<file path="src/rtl/fifo_status.sv">
// fifo_status: synchronous show-ahead FIFO with occupancy count,
// almost-full/almost-empty thresholds, synchronous flush and sticky
// overflow/underflow flags. A push at full is accepted when a pop is
// accepted in the same cycle. Every output is derived from registered
// state; pop_data is a read of the memory at the registered read pointer.
module fifo_status #(
    parameter int DATA_BITS     = 8,
    parameter int ADDR_BITS     = 3,
    parameter int AFULL_THRESH  = 6,
    parameter int AEMPTY_THRESH = 2
) (
    input  logic                 clk,
    input  logic                 reset,
    input  logic                 flush,
    input  logic                 clr_err,
    input  logic                 push_en,
    input  logic [DATA_BITS-1:0] push_data,
    input  logic                 pop_en,
    output logic [DATA_BITS-1:0] pop_data,
    output logic                 full,
    output logic                 empty,
    output logic                 almost_full,
    output logic                 almost_empty,
    output logic [ADDR_BITS:0]   count,
    output logic                 overflow,
    underflow
);

    localparam int                 DEPTH     = 1 << ADDR_BITS;
    localparam logic [ADDR_BITS:0] DEPTH_C   = (ADDR_BITS+1)'(DEPTH);
    localparam logic [ADDR_BITS:0] AFULL_C   = (ADDR_BITS+1)'(AFULL_THRESH);
    localparam logic [ADDR_BITS:0] AEMPTY_C  = (ADDR_BITS+1)'(AEMPTY_THRESH);
    localparam logic [ADDR_BITS:0] CNT_ZERO  = (ADDR_BITS+1)'(0);
    localparam logic [ADDR_BITS:0] CNT_ONE   = (ADDR_BITS+1)'(1);
    localparam logic [ADDR_BITS-1:0] PTR_ZERO = ADDR_BITS'(0);
    localparam logic [ADDR_BITS-1:0] PTR_ONE  = ADDR_BITS'(1);
    // almost_full out of reset is only set for a zero threshold (count 0 >= 0)
    localparam logic AFULL_RST = (AFULL_THRESH == 0) ? 1'b1 : 1'b0;

    logic [DATA_BITS-1:0] mem [DEPTH];

    logic [ADDR_BITS-1:0] rd_ptr_q, rd_ptr_d;
    logic [ADDR_BITS-1:0] wr_ptr_q, wr_ptr_d;
    logic [ADDR_BITS:0]   count_q, count_d;
    logic                 full_q, full_d;
    logic                 empty_q, empty_d;
    logic                 almost_full_q, almost_full_d;
    logic                 almost_empty_q, almost_empty_d;
    logic                 overflow_q, overflow_d;
    logic                 underflow_q, underflow_d;

    logic                 pop_acc_s;
    logic                 push_acc_s;
    logic                 ovf_evt_s;
    logic                 unf_evt_s;
    logic                 wr_en_s;

    // Accept decisions: a pop needs data; a push needs room, or a concurrent pop
    always_comb begin
        pop_acc_s  = pop_en & ~empty_q;
        push_acc_s = push_en & (~full_q | pop_acc_s);
        // flush swallows push/pop, so it raises no error either
        if (flush) begin
            ovf_evt_s = 1'b0;
            unf_evt_s = 1'b0;
            wr_en_s   = 1'b0;
        end else begin
            ovf_evt_s = push_en & ~push_acc_s;
            unf_evt_s = pop_en & ~pop_acc_s;
            wr_en_s   = push_acc_s & ~reset;
        end
    end

    // Next-state for pointers, occupancy, status flags and sticky errors
    always_comb begin
        rd_ptr_d = rd_ptr_q;
        wr_ptr_d = wr_ptr_q;
        count_d  = count_q;
        if (flush) begin
            rd_ptr_d = PTR_ZERO;
            wr_ptr_d = PTR_ZERO;
            count_d  = CNT_ZERO;
        end else begin
            if (push_acc_s) begin
                wr_ptr_d = wr_ptr_q + PTR_ONE;
            end else begin
                wr_ptr_d = wr_ptr_q;
            end
            if (pop_acc_s) begin
                rd_ptr_d = rd_ptr_q + PTR_ONE;
            end else begin
                rd_ptr_d = rd_ptr_q;
            end
            case ({push_acc_s, pop_acc_s})
                2'b10:   count_d = count_q + CNT_ONE;
                2'b01:   count_d = count_q - CNT_ONE;
                default: count_d = count_q;
            endcase
        end

        full_d         = (count_d == DEPTH_C);
        empty_d        = (count_d == CNT_ZERO);
        almost_full_d  = (count_d >= AFULL_C);
        almost_empty_d = (count_d <= AEMPTY_C);

        // a fresh error in the clearing cycle keeps the flag set
        overflow_d  = ovf_evt_s | (overflow_q  & ~clr_err);
        underflow_d = unf_evt_s | (underflow_q & ~clr_err);
    end

    // State register with synchronous reset; reset outranks flush and traffic
    always_ff @(posedge clk) begin
        if (reset) begin
            rd_ptr_q       <= PTR_ZERO;
            wr_ptr_q       <= PTR_ZERO;
            count_q        <= CNT_ZERO;
            full_q         <= 1'b0;
            empty_q        <= 1'b1;
            almost_full_q  <= AFULL_RST;
            almost_empty_q <= 1'b1;
            overflow_q     <= 1'b0;
            underflow_q    <= 1'b0;
        end else begin
            rd_ptr_q       <= rd_ptr_d;
            wr_ptr_q       <= wr_ptr_d;
            count_q        <= count_d;
            full_q         <= full_d;
            empty_q        <= empty_d;
            almost_full_q  <= almost_full_d;
            almost_empty_q <= almost_empty_d;
            overflow_q     <= overflow_d;
            underflow_q    <= underflow_d;
        end
    end

    // Storage array write port; contents are intentionally not reset
    always_ff @(posedge clk) begin
        if (wr_en_s) begin
            mem[wr_ptr_q] <= push_data;
        end
    end

    assign pop_data     = mem[rd_ptr_q];
    assign full         = full_q;
    assign empty        = empty_q;
    assign almost_full  = almost_full_q;
    assign almost_empty = almost_empty_q;
    assign count        = count_q;
    assign overflow     = overflow_q;
    assign underflow    = underflow_q;

endmodule

</file>
<file path="config.mk">
export PLATFORM = sky130hd
export DESIGN_NAME = fifo_status
export DESIGN_NICKNAME = d
export VERILOG_FILES = /design/src/rtl/fifo_status.sv
export SDC_FILE = /design/constraint.sdc
export NUM_CORES = 1
export LEC_CHECK = 0
export BUFFER_PORTS_ARGS = -buffer_cell sky130_fd_sc_hd__buf_4
export CORE_UTILIZATION = 55
export CTS_CLUSTER_SIZE = 28
export DETAILED_ROUTE_END_ITERATION = 10
export PLACE_DENSITY = 0.85
export SLEW_MARGIN = 20
export SYNTH_ARGS = -nofsm -noshare
export SYNTH_HDL_FRONTEND = slang
export SYNTH_SLANG_ARGS = --single-unit
</file>
<file path="constraint.sdc">
create_clock -name clk -period 2.6 [get_ports clk]
set_input_delay 0.52 -clock clk [delete_from_list [all_inputs] [get_ports clk]]
set_output_delay 0.52 -clock clk [all_outputs]
set_load 0.01 [all_outputs]
</file>
==> results of run 1 <==
-- layer usage --
layer / vias up / wire length [um] / GRT usage (%) / part of all wire, %
met4: 0 / 78 / 7.32 / 1.3
met5: - / 0 / 0 / 0
met3: 9 / 227 / 5.34 / 3.9
met2: 42 / 3030 / 34.8 / 52
li1: 849 / - / - / -
met1: 910 / 2480 / 23.3 / 43
-- layout by cell type (no fill, tap or decap), types with 2 or more instances in the layout --
master and n:
and2_1 2, inv_1 2, nand2b_1 4, or3_1 2, clkinv_2 2, mux2_2 8, mux4_1 14, a21oi_1 6
clkbuf_8 10, mux4_2 2, xnor2_1 3, nor3_1 3, dfxtp_1 19, nor2_1 15, xor2_1 5, ha_1 5
nand2_1 10, nand3_1 2, clkbuf_16 2, edfxtp_1 64, buf_4 49
-- final cells by class --
| cell class | instances | share of cell area (%) |
|---|---|---|
| sequential | 83 | 58.0 |
| inverter | 2 | 0.189 |
| timing repair buffer | 49 | 9.27 |
| tap | 75 | 2.36 |
| multi-input combinational | 98 | 24.9 |
| clock buffer | 13 | 4.82 |
| clock inverter | 3 | 0.441 |
-- critical path, delay by kind of cell, from the launching register on --
family                 cells  cell delay, ns
muxes                      2            0.90
buffers and inverters      2            0.42
DFF                        1            0.31
-- state kept, by name, summed over array words and instances, names as in the netlist, named ones only --
signal / cells
count: 4
mem: 64
overflow: 1
wr_ptr_q: 3
rd_ptr_q: 3
full: 1
empty: 1
underflow: 1
almost_full: 1
almost_empty: 1
-- power by group through the flow --
stage / combinational [mW] / sequential (mW) / clock [mW]
finish: 0.116 / 1.44 / 0.917
global route: 0.128 / 1.45 / 0.982
CTS: 0.117 / 1.44 / 0.937
detailed placement: 0.117 / 1.47 / 0
global placement: 0.112 / 1.47 / 0
floorplan: 0.0613 / 1.47 / 0
-- kinds of logic after synthesis --
| group | count (synthesis) | synth area share (%) |
|---|---|---|
| AOI/OAI and AO/OA | 15 | 3.27 |
| xor gates and xnor gates | 8 | 2.08 |
| adders and majority gates | 5 | 1.86 |
| buffers and inverters | 10 | 2.16 |
| DFF | 83 | 68.5 |
| muxes | 26 | 15.7 |
| and+or+nand+nor | 44 | 6.51 |
-- metrics by stage --
step	total power, mW	hold slack [ns]	utilization [%]	worst slack, ns	cells
6_report	2.48	0.370	67.0	0.111	323
5_1_grt	2.55	0.367	67.0	0.0448	323
4_1_cts	2.50	0.352	67.0	0.0707	323
3_5_place_dp	1.59	0.456	63.5	0.0411	307
3_3_place_gp	1.59	0.455	63.5	0.132	307
2_1_floorplan	1.54	0.454	-	0.222	191
-- worst paths after layout --
path             endpoint  slack (ns)
max           pop_data[5]        0.11
max reg2reg  almost_empty        0.22
min             underflow        0.37
min reg2reg     underflow        0.47
==> key figures, run 1 <==
Power
  – Clock power share: a little under two fifths
  – Sw Ratio: about a fifth
  – Lkg Pwr: between 1 and 1.5 nW
  – Flop pwr share: about three fifths
  – Max VDD drop: about 380 uV
  – Power density over the cells: between 600 and 700 mW/mm2
  – Sw power: a little under 500 uW
  – Comb power frac: 4.7%
  – Cell-internal power: approximately 2 mW

Synth
  – Seq/Total Area, Yosys: between 60 and 70%
  – Post-synth EDFFs: 64
  – Area leader, netlist: edfxtp_1
  – Top post-synthesis cells by count: edfxtp_1, dfxtp_1, nor2_1
  – Most frequent cell after synthesis: edfxtp_1
  – Gate Count Post-Synth: approximately 190
  – Ranking of synthesized cells by area: edfxtp_1, dfxtp_1, mux4_1, mux2_2, ha_1
  – Post-Syn Area: about 0.0034 mm2
  – Area share of the leading cell type in the synthesized netlist: around 57%
  – Unique masters post-synth: 39
  – FFs w/ async S/R, synth: 0%
  – FF+latch count, synth: 83
  – Mean Syn Cell Area: between 15 and 20 um2
  – Syn_nets: 210
  – Yosys warns: 0
  – Predominant post-synthesis flop cell: edfxtp_1

STA
  – Setup TNS: 0 ns
  – Final hold violation count: 0
  – Slew @ Worst Pin: approximately 0.46 ns
  – # setup viols final: 0
  – Worst Clk Skew: ~0.0098 ns
  – Unrepaired setup endpoints after global routing: false
  – Min Tclk post-route: between 2 and 2.5 ns
  – F_max: 402 MHz
  – Max_slew headroom: 69.5%
  – Fin crit share: a little over nine tenths
  – Max Slew Vio Count: 0

Worst hold path
  – Hold Crit Class: primary input to flop
  – Hold path startpoint: reset
  – Hold Crit Depth: 2

Detailed routing
  – DR pass1 iterations: 4
  – Vias: 1810
  – Post-route ant nets: 0
  – Drt drc: 0
  – Drt wl/cell: 18.0 um
  – DRT Wirelength: about 5800 um
  – DRT iter0 DRCs: around 100
  – DR vias/cell: ~5.6

Critical path
  – CP Launch Type: flop
  – Worst R2R Start: empty
  – Largest fanout on the critical path: 16
  – CP Capture Type: primary output
  – Worst EP required: 2.08 ns
  – FF-to-FF path depth: 11
  – Max incr delay on CP: just over 0.6 ns
  – CP most frequent cell: buf_4
  – WS Path Type: flop to primary output
  – Worst path cell trace: buf_4 -> mux4_1 -> mux2_2 -> buf_4
  – Slowest cell on the critical path: mux4_1
  – WP data arrival: ~2.0 ns

Outcome
  – Outcome: finished, final reports clean

CTS
  – Hold Buf Count CTS: 0
  – Clock sink count: 83
  – CTS tree: done
  – Setup bufs post-CTS: 0
  – CTS Buf Count: 9
  – Max H-tree Level: 3
  – # resized after CTS: 0
  – Worst-path clk slew: about 0.070 ns
  – Clk_lat worst skew: 0.34 ns
  – CTS max path bufs: 2
  – CTS root buffer: clkbuf_8

Final layout
  – Multi-input logic area: ~1000 um2
  – Fillers: ~400
  – Antenna cells: 0
  – Post-route cell area: just under 0.004 mm2
  – Layout cells sized above 1: 31.5%
  – Reg area: between 0.002 and 0.0025 mm2
  – Nets@finish: approximately 260
  – Area growth syn-to-layout: 18.0%

Placement
  – Post-DP HPWL: between 4000 and 5000 um
  – Final Wtd Congestion: ~0.76
  – Number of I/O port buffers: 31
  – Post-DP Area: ~0.0038 mm2

Floorplanning
  – Die area: about 0.0064 mm2
  – Die width: between 80 and 90 um
  – Die Height: 80.2 um
  – IO Pins: 32
  – # rows: 28
  – Initial Util: between 50% and 60%
  – Area of the core: 0.00592 mm2

Global route
  – Largest net degree at the start of global routing: 17
  – Initial antenna violation count: 0
  – Remaining Overflow, GRT: 0
  – Global-route wire length before repair: 9000 um
  – Total Routing Usage GR: around a fifth
  – Vias in the first global route: about 1800

Flow run
  – Max-capacitance violation count: 0
No activity file was read; power rests on OpenSTA's default activity.
==> inputs of run 2 (changes only) <==
--- a/config.mk
+++ b/config.mk
@@ -6,6 +6,7 @@
 export NUM_CORES = 1
 export LEC_CHECK = 0
 export BUFFER_PORTS_ARGS = -buffer_cell sky130_fd_sc_hd__buf_4
+export CORE_ASPECT_RATIO = 0.6
 export CORE_UTILIZATION = 55
 export CTS_CLUSTER_SIZE = 28
 export DETAILED_ROUTE_END_ITERATION = 10
==> run 2 against run 1 <==
Compared with the run above: sequential power hardly changed; clock skew down 0.0025 ns; routed wire length up 0.33%; global-route usage up 0.94 points; flip-flop and latch count unchanged; die area grew 0.15%; core utilization up 2.4 points.
==> key figures, run 2 (synthesis gave the netlist of run 1 again) <==
Global route
  – Total Routing Usage GR: 20.8% (+0.94 points)
  – Vias in the first global route: 1729 (-6.4%)
  – Global-route wire length before repair: 9080 um (+0.92%)
  – Largest net degree at the start of global routing: 17 (unchanged)
  – Remaining Overflow, GRT: 0 (unchanged)
  – Initial antenna violation count: 0 (unchanged)

Placement
  – Cell count after placement: 311 (+1.3%)
  – Final Wtd Congestion: 0.860 (+14%)
  – Number of I/O port buffers: 31 (unchanged)
  – Post-DP HPWL: 3960 um (-1.6%)

STA
  – F_max: 395 MHz (-1.7%)
  – Hold_ws: 0.351 ns (-0.0182 ns)
  – Unrepaired setup endpoints after global routing: false
  – Worst Clk Skew: 0.00726 ns (-0.00251 ns)
  – # setup viols final: 0 (unchanged)
  – Fin crit share: 97.4% (+1.6 points)
  – Max Slew Vio Count: 0 (unchanged)
  – Min Tclk post-route: 2.53 ns (+0.0426 ns)
  – Slew @ Worst Pin: 0.484 ns (+0.0277 ns)
  – Setup TNS: 0 ns (unchanged)
  – Final hold violation count: 0 (unchanged)
  – Max_slew headroom: 67.7% (-1.8 points)

CTS
  – CTS max path bufs: 2 (unchanged)
  – CTS Buf Count: 9 (unchanged)
  – CTS root buffer: clkbuf_8
  – Max H-tree Level: 3 (unchanged)
  – Setup bufs post-CTS: 0 (unchanged)
  – Clock sink count: 83 (unchanged)
  – Hold Buf Count CTS: 0 (unchanged)
  – Clk_lat worst skew: 0.36 ns (+0.02 ns)
  – Worst-path clk slew: 0.08 ns (about the same)
  – # resized after CTS: 0 (unchanged)
  – CTS tree: done

Power
  – Power density over the cells: 639 mW/mm2 (+2.3%)
  – Max VDD drop: 546 uV (+43%)
  – Flop pwr share: 56.9% (-1.4 points)
  – Comb power frac: 4.7% (about the same)
  – Cell-internal power: 2.03 mW (+2.6%)
  – Clock power share: 38.4% (+1.4 points)
  – Sw Ratio: 20.0% (-0.067 points)
  – Sw power: 507 uW (+2.1%)
  – Lkg Pwr: 1.45 nW (-0.49%)
  – Total chip power: 2.54 mW (+2.5%)

Final layout
  – Layout cells sized above 1: 30.8% (-0.68 points)
  – Commonest non-fill, non-tap cell in the layout: edfxtp_1
  – Most frequent cells in the layout: edfxtp_1, buf_4, dfxtp_1
  – Final Instance Count excl. Fillers: 327 (+1.2%)
  – Most flop-heavy register: mem
  – Area growth syn-to-layout: 18.2%
  – Max reg flops: 64 (unchanged)
  – Nets@finish: 261 (-0.38%)
  – Antenna cells: 0 (unchanged)

Critical path
  – CP Capture Type: primary output
  – CP most frequent cell: buf_4
  – Largest fanout on the critical path: 16 (unchanged)
  – FF-to-FF path depth: 11 (unchanged)
  – Slowest cell on the critical path: mux4_1
  – Worst EP required: 2.08 ns (about the same)
  – Max incr delay on CP: 0.62 ns (about the same)
  – WS Path Type: flop to primary output
  – Worst Path Buf+Inv: 2 (unchanged)
  – Worst path cell trace: buf_4 -> mux4_1 -> mux2_2 -> buf_4
  – WP data arrival: 2.01 ns (+0.04 ns)
  – Cell family with the largest share of critical-path delay: multiplexers
  – Worst path depth: 4 (unchanged)
  – CP Launch Type: flop

Detailed routing
  – DR vias/cell: 5.42 (-3.2%)
  – Vias: 1773 (-2.0%)
  – DRT Wirelength: 5830 um (+0.33%)
  – DR pass1 iterations: 4 (unchanged)
  – Drt wl/cell: 17.8 um (-0.90%)
  – Post-route ant nets: 0 (unchanged)
  – Drt drc: 0 (unchanged)
  – DRT iter0 DRCs: 105 (+1.9%)

Floorplanning
  – Area of the core: 0.00573 mm2 (-3.3%)
  – Initial Util: 58.7% (+1.9 points)
  – Die area: 0.00644 mm2 (+0.15%)
  – # rows: 21 (-25%)
  – Die Height: 62.6 um (-22%)
  – IO Pins: 32 (unchanged)
  – Die width: 103 um (+28%)

Worst hold path
  – Hold Crit Class: primary input to flop
  – Hold Crit Depth: 2 (unchanged)

Flow run
  – Max-capacitance violation count: 0 (unchanged)

Outcome
  – Outcome: finished, final reports clean
==> run 2: cell types whose count changed in the layout (fill, tap and decap cells not counted), sizes merged <==
cell | previous run | this run
buf | 49 | 48
clkbuf | 13 | 9
bufinv | 0 | 2
clkinv | 2 | 4
==> run 2: routing by layer <==
metal  up-vias  track usage [%]  wire (um)
li1        848                -          -
met1       861             31.5       2810
met2        59             27.8       2500
met3         5             7.83        478
met4         0             6.87         44
met5         -                0          0
==> run 2: area by class of cell <==
class	count	area, um2
clock buffer	9	124
clock inverter	7	92.6
fill	394	1750
inverter	2	7.51
multi-input combinational	98	988
sequential	83	2300
tap	80	100
timing repair buffer	48	360
==> run 2: stage by stage <==
step	util, %	cell area, um2	setup WS [ns]
after floorplan	-	3360	0.222
after global placement	65.6	3760	0.110
after detailed placement	65.6	3760	0.0577
after CTS	69.4	3980	0.0458
after global routing	69.4	3980	0.0132
final	69.4	3980	0.0682
==> run 2: final timing paths <==
path	from	endpoint	slack [ns]
hold / removal	reset	overflow	0.35
hold reg to reg	overflow	overflow	0.47
setup reg to reg	empty	almost_empty	0.25
setup / recovery	flop	pop_data[5]	0.07
==> run 2: worst reg2reg max path: stages, from the launching register on <==
cell	delay, ns
dfxtp_1	0.32
nand2b_4	0.16
a21boi_4	0.15
inv_1	0.09
ha_1	0.22
xor2_1	0.17
ha_1	0.19
a21oi_1	0.15
xor2_1	0.24
nor2_1	0.08
xor2_1	0.17
a221oi_1	0.31
==> run 2: power by group through the flow <==
stage               registers (mW)  logic [mW]  clock network (mW)
floorplan                     1.47      0.0613                   0
global placement              1.47       0.117                   0
detailed placement            1.47       0.119                   0
CTS                           1.44       0.120               0.997
global route                  1.45       0.131                1.05
finish                        1.44       0.120               0.975
==> inputs of run 3 (changes only) <==
==> constraint.sdc (replaced) <==
create_clock -name clk -period 2.9 [get_ports clk]
set_input_delay 0.58 -clock clk [delete_from_list [all_inputs] [get_ports clk]]
set_output_delay 0.58 -clock clk [all_outputs]
set_load 0.01 [all_outputs]
==> run 3 against run 2 <==
Compared with the run above: flip-flop and latch count unchanged; final cell count down 1.5%; worst setup slack better by 0.28 ns; clock-buffer cell count up 1; combinational power down 13%; sequential power down 10%.
==> key figures, run 3 (synthesis gave the netlist of run 1 again) <==
Power
  – Max VDD drop: 402 uV (-26%)
  – Power density over the cells: 600 mW/mm2 (-6.1%)
  – Total chip power: 2.38 mW (-6.4%)
  – Lkg Pwr: 1.44 nW (-0.66%)

Critical path
  – WS Path Type: flop to primary output
  – CP Capture Type: primary output
  – Largest fanout on the critical path: 16 (unchanged)
  – Worst EP required: 2.32 ns (+0.24 ns)
  – WP data arrival: 1.98 ns (-0.03 ns)
  – CP Launch Type: flop

Detailed routing
  – WL met1: 2870 um (+2.1%)
  – DR vias/cell: 5.57 (+2.6%)
  – Drt wl/cell: 18.1 um (+1.7%)
  – Met2 WL: 2520 um (+0.80%)
  – Drt drc: 0 (unchanged)
  – DRT iter0 DRCs: 192 (+83%)
  – DR pass1 iterations: 4 (unchanged)
  – Vias: 1792 (+1.1%)
  – DRT Wirelength: 5840 um (+0.10%)
  – Routed wl met3: 410 um (-14%)
  – Post-route ant nets: 0 (unchanged)
  – Highest Signal Layer: met4

CTS
  – Worst-path clk slew: 0.08 ns (about the same)
  – CTS Buf Count: 9 (unchanged)
  – Hold Buf Count CTS: 0 (unchanged)
  – CTS root buffer: clkbuf_8
  – Clock sink count: 83 (unchanged)
  – Clk_lat worst skew: 0.36 ns (about the same)
  – Max H-tree Level: 3 (unchanged)
  – # resized after CTS: 0 (unchanged)
  – CTS tree: done
  – CTS max path bufs: 2 (unchanged)
  – Setup bufs post-CTS: 0 (unchanged)

Floorplanning
  – Area of the core: 0.00573 mm2 (unchanged)
  – Die width: 103 um (unchanged)
  – Initial Util: 58.7% (unchanged)
  – Die area: 0.00644 mm2 (unchanged)
  – IO Pins: 32 (unchanged)
  – # rows: 21 (unchanged)
  – Die Height: 62.6 um (unchanged)

Final layout
  – Most frequent cells in the layout: edfxtp_1, buf_4, dfxtp_1
  – Commonest non-fill, non-tap cell in the layout: edfxtp_1
  – Antenna cells: 0 (unchanged)
  – Most flop-heavy register: mem
  – Post-layout util: 69.2% (-0.24 points)
  – Max reg flops: 64 (unchanged)
  – Nets@finish: 256 (-1.9%)
  – Layout cells sized above 1: 29.8% (-1.0 points)
  – Final Instance Count excl. Fillers: 322 (-1.5%)
  – Area growth syn-to-layout: 17.8%

Placement
  – Final Wtd Congestion: 0.821 (-4.5%)
  – Number of I/O port buffers: 31 (unchanged)
  – Post-DP HPWL: 3770 um (-4.8%)
  – Cell count after placement: 306 (-1.6%)

Global route
  – Total Routing Usage GR: 20.4% (-0.43 points)
  – Vias in the first global route: 1668 (-3.5%)
  – Global-route wire length before repair: 8990 um (-0.99%)
  – Remaining Overflow, GRT: 0 (unchanged)
  – Initial antenna violation count: 0 (unchanged)
  – Largest net degree at the start of global routing: 17 (unchanged)

STA
  – Slew @ Worst Pin: 0.507 ns (+0.0223 ns)
  – Setup TNS: 0 ns (unchanged)
  – Max Slew Vio Count: 0 (unchanged)
  – Hold_ws: 0.410 ns (+0.0586 ns)
  – F_max: between 300 and 400 MHz
  – Min Tclk post-route: roughly 2.6 ns
  – Worst Clk Skew: 0.00834 ns (+0.00107 ns)
  – Unrepaired setup endpoints after global routing: false
  – # setup viols final: 0 (unchanged)
  – Fin crit share: 88.1%
  – Final hold violation count: 0 (unchanged)
  – Max_slew headroom: 66.2% (-1.5 points)

Worst hold path
  – Hold Crit Class: primary input to flop

Flow run
  – Max-capacitance violation count: 0 (unchanged)

Outcome
  – Outcome: finished, final reports clean
[run 3: routing by layer]
layer  global-route usage [%]  up-vias
met2                     27.1       53
li1                         -      836
met5                        0        -
met4                     5.99        0
met3                     8.17        8
met1                     30.9      895
[run 3: through the flow]
step	area, um2	worst slack, ns
after global placement	3720	0.248
after global routing	3960	0.185
after detailed placement	3720	0.150
final	3960	0.344
after floorplan	3360	0.462
after CTS	3960	0.320
[run 3: path summary, 6_finish.rpt]
check	end	slack [ns]	from	cells after the start
worst max-delay path	pop_data[5]	0.34	flop	4
worst min-delay path	overflow	0.41	reset	2
worst max register to register	full	0.37	empty	11
worst min register to register	underflow	0.48	underflow	2
[run 3: final cells by class]
| class | count | area [um2] |
|---|---|---|
| clock buffer | 10 | 128 |
| clock inverter | 6 | 113 |
| fill | 393 | 1770 |
| inverter | 2 | 7.51 |
| multi-input combinational | 98 | 988 |
| sequential | 83 | 2300 |
| tap | 80 | 100 |
| timing repair buffer | 43 | 323 |
[run 3: worst max-delay path, stage by stage (launching register included)]
cell     delay, ns
dfxtp_1       0.31
buf_4         0.26
mux4_1        0.60
mux2_2        0.30
buf_4         0.15
[run 3: power breakdown]
group / internal (mW) / switching, mW
clock network: 0.575 / 0.404
logic: 0.0509 / 0.0533
registers: 1.29 / 0.00695
